$ cat config.mk
export PLATFORM = sky130hd
export DESIGN_NAME = pipe_skid_reg
export DESIGN_NICKNAME = d
export VERILOG_FILES = /design/src/rtl/pipe_pkg.sv /design/src/rtl/dffe_param.sv /design/src/rtl/pipe_skid_reg.sv
export SDC_FILE = /design/constraint.sdc
export NUM_CORES = 1
export LEC_CHECK = 0
export BUFFER_PORTS_ARGS = -buffer_cell sky130_fd_sc_hd__buf_2
export CORE_UTILIZATION = 58
export DETAILED_ROUTE_END_ITERATION = 8
export GPL_TIMING_DRIVEN = 0
export PLACE_DENSITY = 0.85
export SLEW_MARGIN = 20
export SYNTH_ARGS = -nofsm -noshare
export SYNTH_HDL_FRONTEND = slang
export SYNTH_HIERARCHICAL = 1
export SYNTH_SLANG_ARGS = --single-unit
$ cat constraint.sdc
create_clock -name clk -period 6.2 [get_ports clk]
set_clock_uncertainty 0.2 [all_clocks]
set_input_delay 0.93 -clock clk [delete_from_list [all_inputs] [get_ports clk]]
set_output_delay 0.93 -clock clk [all_outputs]
set_load 0.02 [all_outputs]
$ cat src/rtl/pipe_pkg.sv
// pipe_pkg: shared stage-register state encoding, MIPS stage payload widths and bubble encoding
package pipe_pkg;
    typedef enum logic [1:0] {
        EMPTY = 2'b00,
        ONE   = 2'b01,
        TWO   = 2'b10
    } pipe_state_t;

    localparam int IF_ID_W  = 64;
    localparam int ID_EX_W  = 147;
    localparam int EX_MEM_W = 107;
    localparam int MEM_WB_W = 71;

    // sll $0,$0,0 -- the canonical MIPS bubble
    localparam logic [31:0] MIPS_NOP = 32'h0000_0000;
endpackage

$ cat src/rtl/dffe_param.sv
// dffe_param: WIDTH-wide load-enabled register with async active-low clear to a parameter value
module dffe_param #(
    parameter int               WIDTH     = 16,
    parameter logic [WIDTH-1:0] RESET_VAL = '0
) (
    input  logic             clk,
    input  logic             nClear,
    input  logic             en,
    input  logic [WIDTH-1:0] d,
    output logic [WIDTH-1:0] q
);
    always_ff @(posedge clk or negedge nClear)
        if (!nClear) q <= RESET_VAL;
        else if (en) q <= d;
endmodule

$ cat src/rtl/pipe_skid_reg.sv
// pipe_skid_reg: valid/ready pipeline stage register with two-entry skid buffer and synchronous flush
module pipe_skid_reg
    import pipe_pkg::*;
#(
    parameter int               WIDTH     = 16,
    parameter logic [WIDTH-1:0] RESET_VAL = '0,
    parameter logic [WIDTH-1:0] FLUSH_VAL = WIDTH'(MIPS_NOP)
) (
    input  logic             clk,
    input  logic             nClear,
    input  logic             in_valid,
    output logic             in_ready,
    input  logic [WIDTH-1:0] in_data,
    output logic             out_valid,
    input  logic             out_ready,
    output logic [WIDTH-1:0] out_data,
    input  logic             flush,
    output logic [1:0]       count
);
    pipe_state_t      state;
    logic [WIDTH-1:0] skid;
    logic             in_fire, out_fire, main_en, skid_en;
    logic [WIDTH-1:0] main_d, skid_d;

    assign out_valid = (state == ONE) || (state == TWO);
    assign count     = (state == TWO) ? 2'd2 : (state == ONE) ? 2'd1 : 2'd0;
    assign in_fire   = in_valid & in_ready;
    assign out_fire  = out_valid & out_ready;

    // in_ready is held in its own flop so out_ready never reaches it combinationally
    always_ff @(posedge clk or negedge nClear)
        if (!nClear) begin
            state    <= EMPTY;
            in_ready <= 1'b1;
        end else if (flush) begin
            state    <= EMPTY;
            in_ready <= 1'b1;
        end else begin
            case (state)
                EMPTY: if (in_fire) state <= ONE;
                ONE:
                    if (in_fire && !out_fire) begin
                        state    <= TWO;
                        in_ready <= 1'b0;
                    end else if (!in_fire && out_fire) state <= EMPTY;
                TWO:
                    if (out_fire) begin
                        state    <= ONE;
                        in_ready <= 1'b1;
                    end
                default: begin
                    state    <= EMPTY;
                    in_ready <= 1'b1;
                end
            endcase
        end

    assign main_en = flush | (state == EMPTY && in_fire) | (state == ONE && in_fire && out_fire)
                   | (state == TWO && out_fire);
    assign main_d  = flush ? FLUSH_VAL : (state == TWO) ? skid : in_data;
    assign skid_en = flush | (state == ONE && in_fire && !out_fire);
    assign skid_d  = flush ? FLUSH_VAL : in_data;

    dffe_param #(.WIDTH(WIDTH), .RESET_VAL(RESET_VAL)) u_main (
        .clk(clk), .nClear(nClear), .en(main_en), .d(main_d), .q(out_data)
    );

    dffe_param #(.WIDTH(WIDTH), .RESET_VAL(RESET_VAL)) u_skid (
        .clk(clk), .nClear(nClear), .en(skid_en), .d(skid_d), .q(skid)
    );
endmodule

# Word-level counts from Yosys, hierarchy flattened
# Index checks and enable logic that the tools add are counted.
# W data, S select, Z words.
# classes
muxes	15
n_bitwise	6
n_eq_ne	7
n_reduce_logical	13
# ops
cell	count
$mux W16	3
$mux W2	6
$logic_and A1 B1 Y1	7
$ne A3 B3 Y1 const B	2
$pmux W2 S3	1
$reduce_and A3 Y1	2
$mux W1	4
$ne A4 B2 Y1 const B	1
$or A1 B1 Y1	4
$ne A3 B2 Y1 const B	1
$pmux W1 S3	1
$and A1 B1 Y1	2
$eq A2 B1 Y1 const B	1
$eq A2 B2 Y1 const B	1
$logic_not A1 Y1	2
$logic_not A2 Y1	1
$ne A2 B2 Y1 const B	1
$logic_or A1 B1 Y1	1
# word_totals
elab_cells	45
inputBits	21
out_inout_bits	20
reg_bits	35

# Logic depth before layout (Yosys ltp)
# depth
word_depth	8
mapped_depth	9
depth_no_buf	7

# Hierarchy
# Netlist, hierarchy kept.
# by_module_without_submodules
mod	instances	area_per_inst_um2	cells_per_inst	seq_area_each_um2
dffe_param	2	649.4	34	400.4
pipe_skid_reg	1	651.9	85	76.3

# Worst setup path before layout
# No wires, ideal clock.
# synth_timing
path_kind	register to register
startpoint	reg state[0]
endpoint	reg u_main.q[10]
required_ps	5875
t_arrival_ps	1934
setup_ps	125
n_path_buf	4
period_less_slack_ps	2259
stages_incl_launch_ff	10
setup_slack_ps	3941
path_cell_list	dfrtp_1 > inv_1 > ha_1 > buf_6 > buf_4 > a21oi_1 > o21ai_0 > buf_6 > buf_12 > mux2_4
# synth_via
elab_chain_cells	6
elab_cells_between_ends	14
classes_between	eq/ne: 2; mux: 2; bitwise: 4; reduce/logical: 6
# synth_lines
item	line_no	text
start: declaration	pipe_skid_reg.sv:20	pipe_state_t state;
start signal: assignment	pipe_skid_reg.sv:33	state <= EMPTY;
start signal: assignment	pipe_skid_reg.sv:36	state <= EMPTY;
start signal: assignment	pipe_skid_reg.sv:40	EMPTY: if (in_fire) state <= ONE;
$eq A2 B1 Y1 / $eq A2 B2 Y1 (equally long branches)	pipe_skid_reg.sv:25, pipe_skid_reg.sv:58, pipe_skid_reg.sv:59	
$logic_or A1 B1 Y1	pipe_skid_reg.sv:25	assign out_valid = (state == ONE) || (state == TWO);
$and A1 B1 Y1	pipe_skid_reg.sv:28	assign out_fire = out_valid & out_ready;
$logic_and A1 B1 Y1	pipe_skid_reg.sv:58	assign main_en = flush | (state == EMPTY && in_fire) | (state == ONE && in_fire && out_fire)
$or A1 B1 Y1	pipe_skid_reg.sv:58	
$or A1 B1 Y1 *	pipe_skid_reg.sv:59	| (state == TWO && out_fire);
named net main_en	pipe_skid_reg.sv:22	logic in_fire, out_fire, main_en, skid_en;
end signal: assignment	dffe_param.sv:13	if (!nClear) q <= RESET_VAL;
end signal: assignment	dffe_param.sv:14	else if (en) q <= d;
end: declaration	dffe_param.sv:10	output logic [WIDTH-1:0] q
# Mark *: on every way through the listed nets, which the timed path passes. The rest lies on a longest branch.
# A chain may end at the register's enable or synchronous reset.

# Final worst setup path
# layout_timing
startpoint	reg state[0]
endpoint	out out_valid
# layout_via
elab_chain_cells	2
elab_cells_between_ends	3
classes_between	eq/ne: 2; reduce/logical: 1
# layout_lines
item	line_no	text
$eq A2 B1 Y1 / $eq A2 B2 Y1 (equally long branches)	pipe_skid_reg.sv:25	
$logic_or A1 B1 Y1 *	pipe_skid_reg.sv:25	
end: declaration	pipe_skid_reg.sv:14	output logic out_valid,
# Mark *: on every way between the ends. The rest lies on a longest branch, timed or not.

==> flow_summary.json <==
{
  "vias": 1320,
  "final_common_cell": "buf_2",
  "gp_congestion": 0.720,
  "cap_violations": 0,
  "synth_top_family_by_area": "multiplexers",
  "crit_path_end": "out_valid",
  "dieArea_mm2": 0.00360,
  "worst-path-max-fanout": 4,
  "hp-class": "flip-flop to flip-flop",
  "worst_slew_pin_slew_ns": 0.754,
  "h-tree-depth": 2,
  "critPathTopFamily": "flip-flops",
  "overflow": 0,
  "wl_per_cell_um": 15.2,
  "reg2reg_depth": 9,
  "die_x_um": 60.0,
  "status": "completed",
  "antenna_found_initial": 0,
  "cp.required_ns": 5.07,
  "core_area_mm2": 0.00313,
  "final_antenna_net_count": 0,
  "critPathLaunch": "state[0]",
  "yosysWarnings": 6,
  "dpl.hpwl_mm": 2.60,
  "r2r-start": "state[0]",
  "grt_max_degree": 36,
  "crit_type": "flip-flop to primary output",
  "syn_area_mm2": 0.00195,
  "cts_buffers": 5,
  "syn-instance-count": 153,
  "synth-compound-area-share": 0.0532,
  "nets": 227,
  "cp_data_arrival_time_ns": 1.45,
  "cts-root-buf": "clkbuf_4",
  "power.leakage_uw": 0.00114,
  "hold_violations": 0,
  "ys_seq_area_frac": 0.450,
  "track_usage": 0.239,
  "synthAdderAreaFrac": 0.0385,
  "slew_headroom": 0.497,
  "yosysUniqueCellTypes": 26,
  "slowest_stage": "dfrtp_1",
  "fin_hold_ws_ns": 0.324,
  "grt_pass1_vias": 1358,
  "cts_tree": "yes",
  "syn-num-nets": 180,
  "rr_endpoint": "u_main/q[14]",
  "cts_hold_buffers": 0,
  "synth.avg_cell_area_um2": 12.7,
  "io_pins": 41,
  "area_delta_synth_final_pct": 17.3,
  "final_cell_mix": "buf_2, dfrtp_1, mux2_4",
  "fmax_mhz": 388,
  "ys_ff_latch": 35,
  "crit_path_end_kind": "primary output",
  "grt_pass1_wl_mm": 6.15,
  "irDropWorstVdd_mv": 0.205,
  "p_per_area_mw_per_mm2": 336,
  "clkTransAtPathRegs_ns": 0.12,
  "initial_core_util": 0.624,
  "wl_mm": 3.73,
  "antenna_cells": 0,
  "clock_path_buffers": 2,
  "grt_setup_unrepaired": "no",
  "rows": 20,
  "synth_xor_area_frac": 0,
  "die_y_um": 60.0,
  "fin_crit_sh": 0.416,
  "cts_setup_buffers": 0,
  "maxSlewViolCount": 0,
  "path_buf_inv": 2,
  "drtIter0Drc": 60,
  "path_depth": 3,
  "drcViolationCount": 0,
  "fin_tns_setup_ns": 0,
  "cts_resized": 0,
  "yosys.area_share.simple": 0.0943,
  "min_period_ns": 2.58,
  "cts_sinks": 35,
  "drt_pass1_iterations": 4,
  "cp-start-kind": "flip-flop",
  "numPortBuffers": 40,
  "drive_above_1_share": 0.443,
  "synthMuxAreaShare": 0.305,
  "setup_viol": 0,
  "slowest_delay_ns": 0.42,
  "r2r_setup_slack_ns": 3.85,
  "crit_chain": "inv_1 -> ha_1 -> buf_2",
  "vias_per_cell": 5.39,
  "clkLatencyLatePin_ns": 0.34
}
## layout make-up
| type | instances | area (µm²) |
|---|---|---|
| clock inverter | 3 | 43.8 |
| inverter | 6 | 22.5 |
| buffer | 9 | 92.6 |
| clock buffer | 5 | 37.5 |
| fill | 222 | 841 |
| tap | 44 | 55.1 |
| timing repair buffer | 40 | 200 |
| sequential | 35 | 877 |
| multi-input combinational | 103 | 958 |
## worst min-delay path by stage
stage | slack, ns | to | depth (start not counted) | start
3_3_place_gp | 0.29 | u_main/q[15] | 1 | u_main/q[15]
6_report | 0.32 | u_main/q[7] | 1 | u_main/q[7]
5_1_grt | 0.34 | u_skid/q[5] | 1 | u_skid/q[5]
2_1_floorplan | 0.28 | u_skid/q[0] | 1 | u_skid/q[0]
3_5_place_dp | 0.30 | u_main/q[11] | 1 | u_main/q[11]
4_1_cts | 0.33 | u_main/q[2] | 1 | u_main/q[2]
## synth_stat cells (all sizes together)
cell type	instances	share of area
dfrtp	34	0.44
mux2	32	0.22
mux2i	16	0.082
nor2	16	0.031
nor2b	16	0.051
buf	6	0.042
ha	6	0.038
inv	6	0.012
clkbuf	3	0.0058
nand2	3	0.0058
a21boi	2	0.013
o21ai	2	0.0051
o311ai	2	0.0090
o31ai	2	0.010
a21oi	1	0.0026
a31oi	1	0.0032
and2	1	0.0032
dfstp	1	0.013
nand4	1	0.0032
o311a	1	0.0051
o41ai	1	0.0045
## logic make-up (layout without fill, tap and decap cells)
kind of cell / after synthesis / in the layout
flops: 35 / 35
mux: 48 / 48
simple gates: 37 / 37
compound gates: 12 / 12
fa+ha+maj: 6 / 6
buf+inv: 15 / 63
## power by group
group	internal, µW	switching (µW)
sequential	275	28.5
clock	84.9	80.6
combinational	145	155
total	505	264
## per-layer routing
layer / part of all wire / global-route usage
met3: 0.048 / 0.0714
met4: 0.010 / 0.0831
met5: 0 / 0
met2: 0.48 / 0.370
met1: 0.46 / 0.318
## state kept, by name (all words and copies together) (netlist names)
register and count:
state 2, in_ready 1, u_skid/q 16, u_main/q 16
## worst register-to-register path, cell delays in order, from the launching register on
cell	delay, ns
dfrtp_1	0.43
inv_1	0.14
ha_1	0.19
buf_6	0.17
buf_4	0.24
a21oi_1	0.10
o21ai_0	0.13
buf_6	0.18
buf_12	0.15
mux2_4	0.31
## metrics by stage
stage          area (µm²)  utilization  instances  setup slack (ns)  power [µW]
5_1_grt              2290        0.731        245              3.52         815
6_report             2290        0.731        245              3.62         769
4_1_cts              2290        0.731        245              3.61         773
3_3_place_gp         2210        0.705        237              3.62         591
3_5_place_dp         2210        0.705        237              3.57         604
2_1_floorplan        1950            -        153              3.94         528
(Power assumes the default switching activity.)
